### config.mk
export PLATFORM = sky130hd
export DESIGN_NAME = vga_timing_ctrl
export DESIGN_NICKNAME = d
export VERILOG_FILES = /design/src/rtl/vga_timing_ctrl.sv
export SDC_FILE = /design/constraint.sdc
export NUM_CORES = 1
export LEC_CHECK = 0
export CAP_MARGIN = 0
export CORE_MARGIN = 3
export CORE_UTILIZATION = 40
export DETAILED_ROUTE_END_ITERATION = 10
export PLACE_DENSITY = 0.69
export SLEW_MARGIN = 20
export SYNTH_ARGS = -nofsm -noshare
export SYNTH_HDL_FRONTEND = slang
export SYNTH_SLANG_ARGS = --single-unit
export TNS_END_PERCENT = 1
### constraint.sdc
create_clock -name clk -period 3.15 [get_ports clk]
set_input_delay 0.4725 -clock clk [delete_from_list [all_inputs] [get_ports clk]]
set_output_delay 0.4725 -clock clk [all_outputs]
set_load 0.005 [all_outputs]
### src/rtl/vga_timing_ctrl.sv
`default_nettype none
// ============================================================================
// Module   : vga_timing_ctrl
// Purpose  : 640x480@60 Hz VGA timing generator. Produces the horizontal and
//            vertical counters, the visible-pixel coordinate bus handed to the
//            picture generator, and registered RGB / sync outputs. The colour
//            and sync registers share one pixel period of latency, so the
//            pins stay mutually aligned. A one-pixel-period tick marks the
//            entry into vertical blanking so game state can be updated
//            outside the visible area.
//
// Ports    : clk          system clock (pixel clock unless divided)
//            rst_n        asynchronous active-low reset
//            rgb_in[11:0] colour for the current pix_x/pix_y, R[11:8] G[7:4] B[3:0]
//            pix_x[9:0]   visible column, 0 outside the visible region
//            pix_y[8:0]   visible row, 0 outside the visible region
//            video_on     counters are inside the visible region (combinational)
//            vga_r/g/b    registered colour, forced to 0 during blanking
//            hsync/vsync  registered, active-low sync pulses
//            vblank_tick  registered one-pixel-period pulse at blank entry
//
// Options  : `define VGA_CLK_DIV_EN  -> clk is 4x the pixel rate; a 2-bit
//            free-running divider produces a pixel enable every 4th clk.
//            Undefined (default): every clk is a pixel.
//
// Revision : 1.0  initial release
// ============================================================================
module vga_timing_ctrl #(
    parameter int H_ACTIVE = 640,
    parameter int H_FP     = 16,
    parameter int H_SYNC   = 96,
    parameter int H_BP     = 48,
    parameter int V_ACTIVE = 480,
    parameter int V_FP     = 10,
    parameter int V_SYNC   = 2,
    parameter int V_BP     = 33
) (
    input  logic        clk,
    input  logic        rst_n,
    input  logic [11:0] rgb_in,
    output logic [9:0]  pix_x,
    output logic [8:0]  pix_y,
    output logic        video_on,
    output logic [3:0]  vga_r,
    output logic [3:0]  vga_g,
    output logic [3:0]  vga_b,
    output logic        hsync,
    output logic        vsync,
    output logic        vblank_tick
);

    // ------------------------------------------------------------------------
    // Timing landmarks, sized to the 10-bit counters
    // ------------------------------------------------------------------------
    localparam logic [9:0] c_h_active     = 10'(H_ACTIVE);
    localparam logic [9:0] c_h_sync_start = 10'(H_ACTIVE + H_FP);
    localparam logic [9:0] c_h_sync_end   = 10'(H_ACTIVE + H_FP + H_SYNC - 1);
    localparam logic [9:0] c_h_last       = 10'(H_ACTIVE + H_FP + H_SYNC + H_BP - 1);

    localparam logic [9:0] c_v_active     = 10'(V_ACTIVE);
    localparam logic [9:0] c_v_last_vis   = 10'(V_ACTIVE - 1);
    localparam logic [9:0] c_v_sync_start = 10'(V_ACTIVE + V_FP);
    localparam logic [9:0] c_v_sync_end   = 10'(V_ACTIVE + V_FP + V_SYNC - 1);
    localparam logic [9:0] c_v_last       = 10'(V_ACTIVE + V_FP + V_SYNC + V_BP - 1);

    // ------------------------------------------------------------------------
    // Declarations
    // ------------------------------------------------------------------------
    logic        w_pix_en;
    logic [9:0]  r_h_cnt;
    logic [9:0]  r_v_cnt;
    logic        w_h_last;
    logic        w_v_last;
    logic        w_video_on;
    logic        w_hsync_raw;
    logic        w_vsync_raw;
    logic        w_vblank_next;
    logic [11:0] r_rgb;
    logic        r_hsync;
    logic        r_vsync;
    logic        r_vblank_tick;

    // ------------------------------------------------------------------------
    // Pixel enable
    // ------------------------------------------------------------------------
`ifdef VGA_CLK_DIV_EN
    logic [1:0] r_div;

    // Free-running; the enable lands on the 4th clk after reset release so the
    // first pixel period is a full 4 clks long.
    always_ff @(posedge clk or negedge rst_n) begin
        if (!rst_n) begin
            r_div <= 2'd0;
        end else begin
            r_div <= r_div + 2'd1;
        end
    end

    assign w_pix_en = (r_div == 2'd3);
`else
    assign w_pix_en = 1'b1;
`endif

    // ------------------------------------------------------------------------
    // Horizontal / vertical counters
    // ------------------------------------------------------------------------
    assign w_h_last = (r_h_cnt == c_h_last);
    assign w_v_last = (r_v_cnt == c_v_last);

    always_ff @(posedge clk or negedge rst_n) begin
        if (!rst_n) begin
            r_h_cnt <= 10'd0;
            r_v_cnt <= 10'd0;
        end else if (w_pix_en) begin
            if (w_h_last) begin
                r_h_cnt <= 10'd0;
                // The line wrap on the last line of the frame brings both
                // counters back to (0,0) in the same step.
                r_v_cnt <= w_v_last ? 10'd0 : r_v_cnt + 10'd1;
            end else begin
                r_h_cnt <= r_h_cnt + 10'd1;
            end
        end
    end

    // ------------------------------------------------------------------------
    // Visible region and coordinate bus
    // ------------------------------------------------------------------------
    assign w_video_on = (r_h_cnt < c_h_active) && (r_v_cnt < c_v_active);

    assign video_on = w_video_on;
    assign pix_x    = w_video_on ? r_h_cnt      : 10'd0;
    assign pix_y    = w_video_on ? r_v_cnt[8:0] : 9'd0;

    // ------------------------------------------------------------------------
    // Sync decode (active-low) and blank-entry detect
    // ------------------------------------------------------------------------
    assign w_hsync_raw = !((r_h_cnt >= c_h_sync_start) && (r_h_cnt <= c_h_sync_end));
    assign w_vsync_raw = !((r_v_cnt >= c_v_sync_start) && (r_v_cnt <= c_v_sync_end));

    // True on the pixel whose advance moves the counters to (0, V_ACTIVE).
    assign w_vblank_next = w_h_last && (r_v_cnt == c_v_last_vis);

    // ------------------------------------------------------------------------
    // Output pipeline: one register stage shared by colour, sync and tick so
    // that all pins describe the same counter position.
    // ------------------------------------------------------------------------
    always_ff @(posedge clk or negedge rst_n) begin
        if (!rst_n) begin
            r_rgb         <= 12'd0;
            r_hsync       <= 1'b1;
            r_vsync       <= 1'b1;
            r_vblank_tick <= 1'b0;
        end else if (w_pix_en) begin
            r_rgb         <= w_video_on ? rgb_in : 12'd0;
            r_hsync       <= w_hsync_raw;
            r_vsync       <= w_vsync_raw;
            r_vblank_tick <= w_vblank_next;
        end
    end

    assign vga_r       = r_rgb[11:8];
    assign vga_g       = r_rgb[7:4];
    assign vga_b       = r_rgb[3:0];
    assign hsync       = r_hsync;
    assign vsync       = r_vsync;
    assign vblank_tick = r_vblank_tick;

endmodule
`default_nettype wire
==> reports/results.ini <==
[critical_path]
crit_path_start_kind = flop
endpoint_kind = output pin
cp_top_family = simple AND/OR/NAND/NOR gates
crit_chain = nand4_1, nand2_1, nor2_1, buf_4, and2_1, clkdlybuf4s50_1
critPathSlowestCell = clkdlybuf4s50_1
cp.required_ps = 2680
r2r_cells = 4
slowest_delay_ps = 500
worstSetupPathType = reg -> out
arrival_ps = 2150
cp.buffers_inverters = 2
worst-path-stages = 6
cp_max_fo = 16

[detailed_routing]
first_pass_iters = 4
drc_errors = 0
drt_wl_total_mm = 3.659
vias = 1314
postRouteAntennaNets = 0
viasPerCell = 5.073
wire_per_inst_um = 14.13
drt_iter0_markers = 84

[global_route]
grt_overflow_total = 0
grt.met3_usage_pct = 3.885
antenna_found_initial = 0
busiest_layer = met2
grt_pass1_vias = 1328
grt_usage_pct = 16.08
met1_usage_pct = 21.85
grtUsageMet2_pct = 24.32
grt_max_degree = 36
grt_pass1_wl_mm = 6.341

[floorplanning]
start_util_pct = 43.49
die_h_um = 70.50
io_pins = 49
rows = 22
core_area_um2 = 3826
die_width_um = 70.50
dieArea_um2 = 4970

[job]
max-cap-violations = 0

[clock_network]
clkLatencyLatePin_ps = 290
cts_resized = 0
cts_max_level = 2
clockRootBuffer = clkbuf_8
cts_hold_buf = 0
cts_sinks = 35
cts.path.max_buffers = 2
cts_tree = yes
cts_buffers = 5
post-cts-setup-buffers = 0
clkTransAtPathRegs_ps = 70

[yosys]
ys_warn_count = 0
synth.cell_area_um2 = 1664
synth_nets = 175
avgSynthCellArea_um2 = 10.60
synth.distinct_cells = 36
synth-seq-cells = 35
syn-instance-count = 157
ys_seq_area_share_pct = 52.78
synthFlopType = dfrtp_1
async_flop_share_pct = 100.0
synth_edf_count = 0

[sta]
finalSetupTns_ps = 0
clock.fmax_mhz = 381.9
final.min_clock_period_ps = 2618
rsz0062_at_grt = no
setup_viol = 0
slew_viol_final = 0
hold_viol_final = 0
hold_ws_ps = 548.2
min_period_over_period_pct = 83.12
max_slew_margin_pct = 57.33
tightest_slew_ps = 634.2
skew_ps = 10.71

[cells_and_area]
fin_nets = 228
areaGrowthSynthToFinish_pct = 38.42
drive_above_1_share_pct = 9.953
layout_common_cells = clkdlybuf4s50_1 (48), dfrtp_1 (33), and2_1 (24), nor2_1 (10)
diodes = 0
final_area_um2 = 2303
final_common_cell = clkdlybuf4s50_1

[pwr]
p_clk_share_pct = 41.3
power_density_nw_per_um2 = 373.9
power.switching_mw = 0.1743
p_comb_share_pct = 5.4
peakVddDrop_mv = 0.2952
finalPower_mw = 0.8613
sw_frac_of_total_pct = 20.24
p_int_mw = 0.6870
p_leak_nw = 0.9669
p_seq_share_pct = 53.3

[worst_hold_path]
hold_path_class = reg -> reg
hold_depth = 1

[run_status]
outcome = complete, no violations

[placement]
port_buffers = 48
place_area_um2 = 2200
hpwl_mm = 2.687
place_congestion = 0.8772

## synthesized netlist by cell type, types with 2 or more instances
master    number  area [um^2]
inv_1          6        22.52
dfstp_2        2        52.55
clkbuf_1       2        7.510
nand2_1        5        18.77
nor3_1         9        45.04
nor2_1        10        37.54
nor4_1         5        31.28
nand4_1        6        37.54
nand3_1        9        45.04
xor2_1         7        61.31
ha_1           4        50.05
a21oi_1        2        10.01
xnor2_1        7        61.31
buf_4          2        15.01
and2_1        24        150.1
or3_1          2        12.51
dfrtp_1       33        825.8
o21ai_0        4        20.02
## power by group through the flow
stage	combinational (mW)	sequential, mW	clock, mW
after floorplan	0.00491	0.469	0
after global placement	0.0477	0.467	0
after detailed placement	0.0483	0.468	0
after CTS	0.0483	0.459	0.365
after global routing	0.0515	0.460	0.383
final	0.0466	0.459	0.356
## path summary, 6_finish.rpt
| path | to | slack, ps | startpoint |
|---|---|---|---|
| max in group asynchronous | vsync | 2220 | rst_n |
| max | pix_x[7] | 530 | r_v_cnt[6] |
| max reg2reg | r_v_cnt[2] | 1230 | r_h_cnt[0] |
| min in group asynchronous | r_v_cnt[0] | 600 | rst_n |
| min | r_h_cnt[0] | 550 | r_h_cnt[0] |
| min reg2reg | r_h_cnt[0] | 550 | r_h_cnt[0] |
## worst reg2reg max path, cell delays in order (launching register included)
cell	delay [ps]
dfrtp_1	430
ha_1	270
nand4_1	290
nor4_1	670
nor2_1	110
## cells by family (layout without fill, tap and decap cells)
kind of cell               after synthesis  after routing  synth area share (%)
and+or+nand+nor                         84             84                 30.53
AOI/OAI and AO/OA                        9              9                 3.309
xor gates and xnor gates                14             14                 7.369
adders and majority gates                4              4                 3.008
DFF                                     35             35                 52.78
buffers and inverters                   11             65                 3.007
## through the flow
| stage | setup WS, ps | std cells | util [%] |
|---|---|---|---|
| floorplan | 1306 | 157 | - |
| global placement | 902.4 | 251 | 57.49 |
| detailed placement | 837.5 | 251 | 57.49 |
| CTS | 523.1 | 259 | 60.20 |
| global route | 408.0 | 259 | 60.20 |
| finish | 531.7 | 259 | 60.20 |
## layout make-up
| class | instances | area (um^2) |
|---|---|---|
| flip-flops and latches | 35 | 878.3 |
| clock inverters | 1 | 7.507 |
| well taps | 48 | 60.06 |
| clock buffers | 7 | 96.34 |
| inverters | 6 | 22.52 |
| fillers | 330 | 1523 |
| multi-input cells | 111 | 735.7 |
| repair buffers | 51 | 503.0 |
## registers in the layout, indices dropped and copies added, names as in the netlist
register,flops
vsync,1
vblank_tick,1
r_rgb,12
hsync,1
r_h_cnt,10
r_v_cnt,10
## routing by layer
layer	part of all wire (%)	wire (um)
met1	46	1683
met2	49	1776
met3	3.1	114
met4	2.3	84
met5	0	0
Power figures use the tool's default switching activity.
